**src/rtl/adc16dv160_idelay_calib_if.sv**
```systemverilog
// Signal bundle between the IDELAY calibration controller and its surroundings.
// The master side drives start, readiness, capture data and pattern. The slave side returns tap loads and status.
interface adc16dv160_idelay_calib_if #(
  parameter int unsigned LANES = 8,
  parameter int unsigned TAPS  = 32
);
  localparam int unsigned TapW = $clog2(TAPS);
  localparam int unsigned LenW = $clog2(TAPS + 1);

  logic                   start;
  logic                   idelay_rdy;
  logic [2*LANES-1:0]     adc_data;
  logic [2*LANES-1:0]     pattern;
  logic [TapW*LANES-1:0]  idelay_cnt;
  logic [LANES-1:0]       idelay_ld;
  logic                   busy;
  logic                   done;
  logic [LANES-1:0]       lane_ok;
  logic [LenW*LANES-1:0]  lane_win;

  modport master (
    output start, idelay_rdy, adc_data, pattern,
    input  idelay_cnt, idelay_ld, busy, done, lane_ok, lane_win
  );

  modport slave (
    input  start, idelay_rdy, adc_data, pattern,
    output idelay_cnt, idelay_ld, busy, done, lane_ok, lane_win
  );
endinterface

```
**src/rtl/adc16dv160_idelay_calib.sv**
```systemverilog
// Per-lane IDELAYE2 tap sweep against a static ADC test pattern.
// Each lane is loaded with the centre of its widest, earliest passing window.
module adc16dv160_idelay_calib #(
  parameter int unsigned LANES   = 8,
  parameter int unsigned TAPS    = 32,
  parameter int unsigned SETTLE  = 16,
  parameter int unsigned SAMPLES = 64
) (
  input  logic                          i_clk,
  input  logic                          i_reset,
  adc16dv160_idelay_calib_if.slave      if_calib
);

  localparam int unsigned TapW   = $clog2(TAPS);
  localparam int unsigned LenW   = $clog2(TAPS + 1);
  localparam int unsigned LaneW  = (LANES > 1) ? $clog2(LANES) : 1;
  localparam int unsigned CntMax = (SETTLE > SAMPLES) ? SETTLE : SAMPLES;
  localparam int unsigned CntW   = $clog2(CntMax + 1);

  typedef enum logic [2:0] {
    StIdle, StWaitRdy, StLoad, StSettle, StCheck, StUpdate, StApply, StDone
  } state_e;

  state_e                r_state, w_state_nxt;
  logic                  r_rdy_meta, r_rdy_sync;
  logic [LaneW-1:0]      r_lane, w_lane_nxt;
  logic [TapW-1:0]       r_tap, w_tap_nxt;
  logic [CntW-1:0]       r_cyc, w_cyc_nxt;
  logic                  r_fail, w_fail_nxt;
  logic [LenW-1:0]       r_cur_len, w_cur_len_nxt;
  logic [LenW-1:0]       r_best_len, w_best_len_nxt;
  logic [TapW-1:0]       r_cur_start, w_cur_start_nxt;
  logic [TapW-1:0]       r_best_start, w_best_start_nxt;
  logic [TapW*LANES-1:0] r_cnt, w_cnt_out;
  logic [LANES-1:0]      w_ld;
  logic                  r_busy, w_busy_nxt;
  logic                  r_done, w_done_nxt;
  logic [LANES-1:0]      r_lane_ok, w_lane_ok_nxt;
  logic [LenW*LANES-1:0] r_lane_win, w_lane_win_nxt;

  logic                  w_match;
  logic [TapW-1:0]       w_pass_start;
  logic [LenW-1:0]       w_pass_len;
  logic [TapW-1:0]       w_half;
  logic [TapW-1:0]       w_centre;

  // Raw lane bits are compared directly; no capture register in front.
  assign w_match      = (if_calib.adc_data[2*r_lane +: 2] == if_calib.pattern[2*r_lane +: 2]);
  assign w_pass_start = (r_cur_len == '0) ? r_tap : r_cur_start;
  assign w_pass_len   = r_cur_len + 1'b1;
  assign w_half       = TapW'((r_best_len - 1'b1) >> 1);
  assign w_centre     = r_best_start + w_half;

  always_comb begin
    w_state_nxt      = r_state;
    w_lane_nxt       = r_lane;
    w_tap_nxt        = r_tap;
    w_cyc_nxt        = r_cyc;
    w_fail_nxt       = r_fail;
    w_cur_len_nxt    = r_cur_len;
    w_best_len_nxt   = r_best_len;
    w_cur_start_nxt  = r_cur_start;
    w_best_start_nxt = r_best_start;
    w_cnt_out        = r_cnt;
    w_ld             = '0;
    w_busy_nxt       = r_busy;
    w_done_nxt       = r_done;
    w_lane_ok_nxt    = r_lane_ok;
    w_lane_win_nxt   = r_lane_win;

    case (r_state)
      StIdle: begin
        if (if_calib.start) begin
          w_state_nxt      = StWaitRdy;
          w_busy_nxt       = 1'b1;
          w_done_nxt       = 1'b0;
          w_lane_ok_nxt    = '0;
          w_lane_win_nxt   = '0;
          w_lane_nxt       = '0;
          w_tap_nxt        = '0;
          w_cyc_nxt        = '0;
          w_fail_nxt       = 1'b0;
          w_cur_len_nxt    = '0;
          w_best_len_nxt   = '0;
          w_cur_start_nxt  = '0;
          w_best_start_nxt = '0;
        end
      end
      StWaitRdy: begin
        if (r_rdy_sync) w_state_nxt = StLoad;
      end
      StLoad: begin
        w_ld[r_lane]                    = 1'b1;
        w_cnt_out[TapW*r_lane +: TapW] = r_tap;
        w_cyc_nxt                       = '0;
        w_state_nxt                     = StSettle;
      end
      StSettle: begin
        if (r_cyc == CntW'(SETTLE - 1)) begin
          w_cyc_nxt   = '0;
          w_state_nxt = StCheck;
        end else begin
          w_cyc_nxt = r_cyc + 1'b1;
        end
      end
      StCheck: begin
        if (!w_match) w_fail_nxt = 1'b1;
        if (r_cyc == CntW'(SAMPLES - 1)) begin
          w_cyc_nxt   = '0;
          w_state_nxt = StUpdate;
        end else begin
          w_cyc_nxt = r_cyc + 1'b1;
        end
      end
      StUpdate: begin
        if (!r_fail) begin
          w_cur_start_nxt = w_pass_start;
          w_cur_len_nxt   = w_pass_len;
          // Strictly greater keeps the earliest of equal-length windows.
          if (w_pass_len > r_best_len) begin
            w_best_start_nxt = w_pass_start;
            w_best_len_nxt   = w_pass_len;
          end
        end else begin
          w_cur_len_nxt = '0;
        end
        w_fail_nxt = 1'b0;
        if (r_tap == TapW'(TAPS - 1)) begin
          w_state_nxt = StApply;
        end else begin
          w_tap_nxt   = r_tap + 1'b1;
          w_state_nxt = StLoad;
        end
      end
      StApply: begin
        w_ld[r_lane]                         = 1'b1;
        w_cnt_out[TapW*r_lane +: TapW]      = (r_best_len != '0) ? w_centre : '0;
        w_lane_ok_nxt[r_lane]                = (r_best_len != '0);
        w_lane_win_nxt[LenW*r_lane +: LenW] = r_best_len;
        w_cur_len_nxt                        = '0;
        w_best_len_nxt                       = '0;
        w_best_start_nxt                     = '0;
        w_tap_nxt                            = '0;
        if (r_lane == LaneW'(LANES - 1)) begin
          w_state_nxt = StDone;
        end else begin
          w_lane_nxt  = r_lane + 1'b1;
          w_state_nxt = StLoad;
        end
      end
      StDone: begin
        w_busy_nxt  = 1'b0;
        w_done_nxt  = 1'b1;
        w_state_nxt = StIdle;
      end
      default: w_state_nxt = StIdle;
    endcase
  end

  always_ff @(posedge i_clk) begin
    if (i_reset) begin
      r_state      <= StIdle;
      r_rdy_meta   <= 1'b0;
      r_rdy_sync   <= 1'b0;
      r_lane       <= '0;
      r_tap        <= '0;
      r_cyc        <= '0;
      r_fail       <= 1'b0;
      r_cur_len    <= '0;
      r_best_len   <= '0;
      r_cur_start  <= '0;
      r_best_start <= '0;
      r_cnt        <= '0;
      r_busy       <= 1'b0;
      r_done       <= 1'b0;
      r_lane_ok    <= '0;
      r_lane_win   <= '0;
    end else begin
      r_state      <= w_state_nxt;
      r_rdy_meta   <= if_calib.idelay_rdy;
      r_rdy_sync   <= r_rdy_meta;
      r_lane       <= w_lane_nxt;
      r_tap        <= w_tap_nxt;
      r_cyc        <= w_cyc_nxt;
      r_fail       <= w_fail_nxt;
      r_cur_len    <= w_cur_len_nxt;
      r_best_len   <= w_best_len_nxt;
      r_cur_start  <= w_cur_start_nxt;
      r_best_start <= w_best_start_nxt;
      r_cnt        <= w_cnt_out;
      r_busy       <= w_busy_nxt;
      r_done       <= w_done_nxt;
      r_lane_ok    <= w_lane_ok_nxt;
      r_lane_win   <= w_lane_win_nxt;
    end
  end

  assign if_calib.idelay_cnt = w_cnt_out;
  assign if_calib.idelay_ld  = w_ld;
  assign if_calib.busy       = r_busy;
  assign if_calib.done       = r_done;
  assign if_calib.lane_ok    = r_lane_ok;
  assign if_calib.lane_win   = r_lane_win;

endmodule
```
**src/flat_wrapper.sv**
```systemverilog
// flat-port wrapper written by rule: the top's interface ports become plain ports
module adc16dv160_idelay_calib_flat 
#(
  parameter int unsigned LANES   = 8,
  parameter int unsigned TAPS    = 32,
  parameter int unsigned SETTLE  = 16,
  parameter int unsigned SAMPLES = 64
)
  (i_clk, i_reset, if_calib_start, if_calib_idelay_rdy, if_calib_adc_data, if_calib_pattern, if_calib_idelay_cnt, if_calib_idelay_ld, if_calib_busy, if_calib_done, if_calib_lane_ok, if_calib_lane_win);
  adc16dv160_idelay_calib_if #(.LANES(LANES), .TAPS(TAPS)) if_calib_i ();
  input  logic i_clk;
  input  logic i_reset;
  input wire logic [$bits(if_calib_i.start)-1:0] if_calib_start;
  input wire logic [$bits(if_calib_i.idelay_rdy)-1:0] if_calib_idelay_rdy;
  input wire logic [$bits(if_calib_i.adc_data)-1:0] if_calib_adc_data;
  input wire logic [$bits(if_calib_i.pattern)-1:0] if_calib_pattern;
  output wire logic [$bits(if_calib_i.idelay_cnt)-1:0] if_calib_idelay_cnt;
  output wire logic [$bits(if_calib_i.idelay_ld)-1:0] if_calib_idelay_ld;
  output wire logic [$bits(if_calib_i.busy)-1:0] if_calib_busy;
  output wire logic [$bits(if_calib_i.done)-1:0] if_calib_done;
  output wire logic [$bits(if_calib_i.lane_ok)-1:0] if_calib_lane_ok;
  output wire logic [$bits(if_calib_i.lane_win)-1:0] if_calib_lane_win;
  assign if_calib_i.start = if_calib_start;
  assign if_calib_i.idelay_rdy = if_calib_idelay_rdy;
  assign if_calib_i.adc_data = if_calib_adc_data;
  assign if_calib_i.pattern = if_calib_pattern;
  assign if_calib_idelay_cnt = if_calib_i.idelay_cnt;
  assign if_calib_idelay_ld = if_calib_i.idelay_ld;
  assign if_calib_busy = if_calib_i.busy;
  assign if_calib_done = if_calib_i.done;
  assign if_calib_lane_ok = if_calib_i.lane_ok;
  assign if_calib_lane_win = if_calib_i.lane_win;
  adc16dv160_idelay_calib #(.LANES(LANES), .TAPS(TAPS), .SETTLE(SETTLE), .SAMPLES(SAMPLES)) u_core (.i_clk(i_clk), .i_reset(i_reset), .if_calib(if_calib_i));
endmodule
```
**config.mk**
```make
export PLATFORM = sky130hd
export DESIGN_NAME = adc16dv160_idelay_calib_flat
export DESIGN_NICKNAME = d
export VERILOG_FILES = /design/src/rtl/adc16dv160_idelay_calib_if.sv /design/src/rtl/adc16dv160_idelay_calib.sv /design/src/flat_wrapper.sv
export SDC_FILE = /design/constraint.sdc
export NUM_CORES = 1
export LEC_CHECK = 0
export ABC_AREA = 0
export CORE_MARGIN = 10
export CORE_UTILIZATION = 54
export CTS_BUF_LIST = sky130_fd_sc_hd__clkbuf_16
export CTS_CLUSTER_SIZE = 24
export DETAILED_ROUTE_END_ITERATION = 8
export PLACE_DENSITY = 0.83
export SYNTH_ARGS = -nofsm -noshare
export SYNTH_HDL_FRONTEND = slang
export SYNTH_SLANG_ARGS = --single-unit
export TNS_END_PERCENT = 20
```
**constraint.sdc**
```tcl
create_clock -name i_clk -period 4.96 [get_ports i_clk]
set_clock_uncertainty 0.05 [all_clocks]
set_input_delay 0.992 -clock i_clk [delete_from_list [all_inputs] [get_ports i_clk]]
set_output_delay 0.992 -clock i_clk [all_outputs]
set_load 0.005 [all_outputs]
```
# [Word-level counts from Yosys, hierarchy flattened]
# Cells that the tools add are included.
[classes] n_addsub=8 mux=48 reduce_logical=21 shift=7 order_cmp=3 eq_ne=21 n_mul=2
[ops] operator="48-bit case mux with 2 select lines" n=1
[ops] operator="40-bit bitwise mux" n=2
[ops] operator="40-bit case mux with 2 select lines" n=1
[ops] operator="5-bit by 34-bit variable part select with 40-bit output" n=2
[ops] operator="6-bit negator with 34-bit output" n=2
[ops] operator="48-bit bitwise mux" n=1
[ops] operator="48-bit 2-to-1 mux" n=1
[ops] operator="6-bit by 34-bit variable shift with 48-bit output, first input constant" n=1
[ops] operator="6-bit by 34-bit variable part select with 48-bit output" n=1
[ops] operator="5-bit by 34-bit variable shift with 40-bit output, first input constant" n=1
[ops] operator="6-bit case mux with 3 select lines" n=2
[ops] operator="5-bit 2-to-1 mux" n=7
[ops] operator="16-bit by 5-bit variable part select with 2-bit output" n=2
[ops] operator="5-bit case mux with 3 select lines" n=2
[ops] operator="7-bit case mux with 4 select lines" n=1
[ops] operator="3-bit 2-to-1 mux" n=8
[ops] operator="6-bit 2-to-1 mux" n=4
[ops] operator="3-bit case mux with 8 select lines" n=1
[ops] operator="7-bit 2-to-1 mux" n=3
[ops] operator="8-bit 2-to-1 mux" n=2
[ops] operator="8-bit case mux with 2 select lines" n=1
[ops] operator="3-bit equality test, second input constant" n=5
[ops] operator="3-bit AND reduction" n=4
[ops] operator="2-bit != test, second input constant" n=5
[ops] operator="35 further kinds" n=50
[totals] out_inout_bits=106 in_bits=36 wordCells=126 register_bits=141

# [Longest topological paths before layout]
[depth] word_depth=6 mapped_depth=14

# [Worst setup path after synthesis]
# OpenSTA, ideal clock, no wires.
[synth_path] path_kind="reg-to-output" startpoint="register u_core.r_lane[0]" endpoint="output port if_calib_idelay_cnt[10]" arrival_time_ns=2.939 n_path_buf=4 path_stages_with_launch=11 setup_slack_ns=0.979 path_cell_list="dfxtp_1 > buf_2 > clkbuf_1 > inv_1 > clkbuf_1 > ha_1 > clkbuf_1 > nand2b_1 > nor3_1 > nand2_1 > mux2_2"
[synth_via] elab_chain_len=5
[synth_rtl] element="start, declared" line_no="adc16dv160_idelay_calib.sv:26" rtl="logic [LaneW-1:0] r_lane, w_lane_nxt;"
[synth_rtl] element="start signal, assigned" line_no="adc16dv160_idelay_calib.sv:182" rtl="r_lane <= w_lane_nxt;"
[synth_rtl] element="3-bit by 3-bit multiplier with 6-bit output *" line_no="adc16dv160_idelay_calib.sv:94, adc16dv160_idelay_calib.sv:137"
[synth_rtl] element="6-bit negator with 34-bit output *" line_no="adc16dv160_idelay_calib.sv:94, adc16dv160_idelay_calib.sv:137"
[synth_rtl] element="5-bit by 34-bit variable part select with 40-bit output (tied with other cells)" line_no="adc16dv160_idelay_calib.sv:137" rtl="w_cnt_out[TapW*r_lane +: TapW] = (r_best_len != '0) ? w_centre : '0;"
[synth_rtl] element="40-bit bitwise mux (on tied branches)" line_no="adc16dv160_idelay_calib.sv:137, adc16dv160_idelay_calib.sv:94"
[synth_rtl] element="40-bit case mux with 2 select lines *" line_no="adc16dv160_idelay_calib.sv:71" rtl="case (r_state)"
[synth_rtl] element="end, declared" line_no="flat_wrapper.sv:17" rtl="output wire logic [$bits(if_calib_i.idelay_cnt)-1:0] if_calib_idelay_cnt;"
# Mark *: on every way between the ends. The rest lies on a longest branch, timed or not.

# [Worst setup path after layout]
[layout_path] startpoint="register u_core.r_best_len[1]" endpoint="output port if_calib_idelay_cnt[9]"
[layout_via] elab_chain_len=6
[layout_rtl] element="start, declared" line_no="adc16dv160_idelay_calib.sv:31" rtl="logic [LenW-1:0] r_best_len, w_best_len_nxt;"
[layout_rtl] element="start signal, assigned" line_no="adc16dv160_idelay_calib.sv:187" rtl="r_best_len <= w_best_len_nxt;"
[layout_rtl] element="6-bit by 1-bit subtractor with 6-bit output" line_no="adc16dv160_idelay_calib.sv:51" rtl="assign w_half = TapW'((r_best_len - 1'b1) >> 1);"
[layout_rtl] element="5-bit adder" line_no="adc16dv160_idelay_calib.sv:52" rtl="assign w_centre = r_best_start + w_half;"
[layout_rtl] element="5-bit 2-to-1 mux *" line_no="adc16dv160_idelay_calib.sv:137"
[layout_rtl] element="5-bit by 34-bit variable part select with 40-bit output *" line_no="adc16dv160_idelay_calib.sv:137"
[layout_rtl] element="40-bit bitwise mux *" line_no="adc16dv160_idelay_calib.sv:137"
[layout_rtl] element="40-bit case mux with 2 select lines *" line_no="adc16dv160_idelay_calib.sv:71"
# Marked as above.

==> results.yml <==
setup_path:
  slowest_stage: "clkdlybuf4s50_1"
  rr_worst_depth: 10
  reg2reg_slack_ps: 930
  worstPathArrival_ps: 3730
  crit_required_ps: 3920
  criticalPathCategory: "flip-flop to output port"
  r2r_end: "u_core.if_calib.lane_win[32]"
  r2r_start: "u_core.r_lane[0]"
  critPathLaunchType: "flip-flop"
  crit_chain: "inv_1 > ha_1 > inv_1 > ha_1 > inv_1 > fa_1 > nor2b_1 > o21a_1 > a211o_4 > a41oi_4 > o31ai_1 > clkdlybuf4s50_1"
  crit_fanout: 10
  slowest_delay_ps: 600
  crit_top_cell: "inv_1"
  worstSetupEndpointType: "output port"
timing:
  relSlewSlack_pct: 7.25
  finalHoldViolCount: 0
  holdWs_ps: 405
  setup-violations-final: 0
  worstMarginPinSlew_ps: 1390
  slew_violations: 0
  period_needed_ps: 4770
  tns_ps: 0
  rsz0062_at_grt: "false"
  fmax_ghz: 0.210
  period_share_pct: 96.1
global_route:
  grt_max_degree: 76
  grt_pass1_vias: 7662
  grt_overflow: 0
  grtUsageTotal_pct: 24.5
  grt_pass1_wl_um: 40600
  antenna_found_initial: 0
power_and_ir_drop:
  vdd_drop_max_mv: 0.202
  clkPwrFrac_pct: 47.6
  p_switching_uw: 718
  switching_share_pct: 27.1
  p_per_area_mw_per_mm2: 256
  pwr-share-seq_pct: 43.9
  p_total_mw: 2.65
  leakage_nw: 3.70
  internal_power_mw: 1.93
  combPwrFrac_pct: 8.5
logic_synthesis:
  syn-instance-count: 994
  synth_xor_area_share_pct: 4.01
  synth_nets: 1060
  async_flop_share_pct: 0
  synthAdderAreaFrac_pct: 4.72
  synth_edf_count: 0
  syn-mean-instance-area_sq_um: 8.31
  ys_top_cells_by_area: "dfxtp_1 (34%), mux2i_1 (4.7%), nand2_1 (4.6%)"
  synth_top_area_share_pct: 34.2
  synthMuxAreaShare_pct: 6.63
  synth_compound_gate_area_share_pct: 22.6
  synthFlopType: "dfxtp_1"
  ys_types: 72
  yosysTopAreaCell: "dfxtp_1"
  synth_top_family_by_area: "simple AND/OR/NAND/NOR gates"
  synth_simple_gate_area_share_pct: 23.4
  synth.yosys.warnings: 0
  seq_area_frac_synth_pct: 34.2
  synth-seq-cells: 141
  netlist_area_sq_mm: 0.00826
routing:
  drc_errors: 0
  met2WireLength_um: 12900
  met3_wirelength_um: 1860
  viasPerCell: 6.39
  firstDrtPassIters: 6
  num_vias: 8341
  routedWlPerCell_um: 20.0
  top_layer_used: "met4"
  wl_met1_um: 10800
  drtIter0Drc: 933
  routed_wl_um: 26100
  ant_nets: 0
clock_network:
  cts-root-buf: "clkbuf_16"
  cts.sinks: 141
  cts_buffer_depth: 2
  htree_levels: 4
  cts_buffers: 17
  clk_pin_slew_worst_paths_ps: 70
  post_cts.repair.setup_buffers: 0
  clk_latency_ps: 440
  cts_tree: "yes"
floorplanning:
  initial_core_util_pct: 54.8
  dieArea_sq_mm: 0.0207
  die_w_um: 144
  dieHeight_um: 144
  num_io_pins: 142
  fp.coreArea_sq_mm: 0.0151
  num_rows: 45
layout:
  syn_to_final_growth_pct: 25.4
  antenna_cells: 0
  drive_above_1_share_pct: 7.97
  mostFrequentLayoutCells: "clkdlybuf4s50_1 (140), dfxtp_1 (140), nand2_1 (102)"
  nNetsFinal: 1170
  multiInputGateArea_sq_mm: 0.00508
  regArea_sq_mm: 0.00282
  num-fill-cells: 1259
min_path:
  holdPathEnd: "u_core.if_calib.lane_win[9]"
  worstHoldPathCells: 2
  holdCritPathClass: "flip-flop to flip-flop"
  hp-start: "u_core.if_calib.lane_win[9]"
placed_design:
  globalplace.congestion: 0.977
  dpl.hpwl_um: 19100
  io_buffers: 141
run_status:
  status: "finished clean"
run:
  cap_viol_max_count: 0
==> worst max path at each step <==
stage	start	endpoint	slack (ps)	cells past startpoint
after floorplan	u_core.r_lane[0]	if_calib_idelay_cnt[10]	980	10
after global placement	u_core.r_best_len[0]	if_calib_idelay_cnt[2]	660	11
after detailed placement	u_core.r_best_len[0]	if_calib_idelay_cnt[2]	540	11
after CTS	u_core.r_best_len[0]	if_calib_idelay_cnt[2]	80	11
after global routing	u_core.r_best_len[1]	if_calib_idelay_cnt[9]	4	11
final	u_core.r_best_len[1]	if_calib_idelay_cnt[9]	190	12
==> sequential cells by signal, indices dropped and copies added (netlist names), 3 cells and up <==
signal	cells
u_core.r_tap	5
u_core.r_best_len	6
u_core.r_cnt	40
u_core.if_calib.lane_win	48
u_core.r_state	3
u_core.if_calib.lane_ok	8
u_core.r_cur_start	5
u_core.r_cur_len	6
u_core.r_best_start	5
u_core.r_cyc	7
u_core.r_lane	3
==> critical path: cells and delay by family, from the launching register on <==
| family | cells | cell delay (ps) |
|---|---|---|
| DFF | 1 | 500 |
| AOI/OAI and AO/OA | 4 | 940 |
| buffers and inverters | 4 | 880 |
| adders and majority gates | 3 | 840 |
| and+or+nand+nor | 1 | 130 |
==> cells in the mapped netlist, types with 17 or more instances <==
cell and count:
dfxtp_1 141, nand2_1 102, nor2_1 80, clkbuf_1 61, a21oi_1 56, nand3_1 48
mux2i_1 39, nor2b_1 31, ha_1 28, o21ai_0 25, inv_1 23, nor3_1 22
a22o_1 20, nand4_1 19, xor2_1 19, a31oi_1 18, o211ai_1 17, xnor2_1 17
==> per-stage QoR <==
| stage | util [%] | area (sq um) | instances | worst slack (ps) |
|---|---|---|---|---|
| 2_1_floorplan | - | 8260 | 994 | 979 |
| 3_3_place_gp | 64.8 | 9780 | 1272 | 664 |
| 3_5_place_dp | 64.8 | 9780 | 1272 | 544 |
| 4_1_cts | 68.6 | 10400 | 1304 | 79.3 |
| 5_1_grt | 68.7 | 10400 | 1305 | 3.52 |
| 6_report | 68.7 | 10400 | 1305 | 193 |
==> power groups by stage <==
stage / registers, mW / logic [mW] / clock network [mW]
final: 1.16 / 0.226 / 1.26
after global routing: 1.16 / 0.244 / 1.31
after CTS: 1.16 / 0.221 / 1.26
after detailed placement: 1.19 / 0.219 / 0
after global placement: 1.19 / 0.216 / 0
after floorplan: 1.17 / 0.153 / 0
==> logic make-up (layout without fill, tap and decap cells) <==
group                    after synthesis  count (layout)
AND/OR/NAND/NOR                      384             384
AO/OA/AOI/OAI                        256             256
flip-flops                           141             141
buffers and inverters                 94             217
multiplexers                          52              52
XOR/XNOR                              37              37
adder cells (fa/ha/maj)               30              30
==> cell type report <==
class	instances	share of cell area [%]
multi-input combinational	759	49.0
tap	188	2.27
timing repair buffer	162	15.1
inverter	23	0.833
clock inverter	15	1.45
sequential	141	27.2
clock buffer	17	4.10
==> timing repair <==
item                       CTS  global route
setup endpoints to repair    0             8
hold buffers                 0             0
resized for setup            0             2
hold endpoints to repair     0             0
==> per-layer routing <==
metal,vias to the layer above,global-route usage (%)
met1,3981,30.0
met5,-,0
li1,3917,-
met4,0,8.38
met3,58,4.65
met2,385,42.0
No activity file was read; power rests on OpenSTA's default activity.
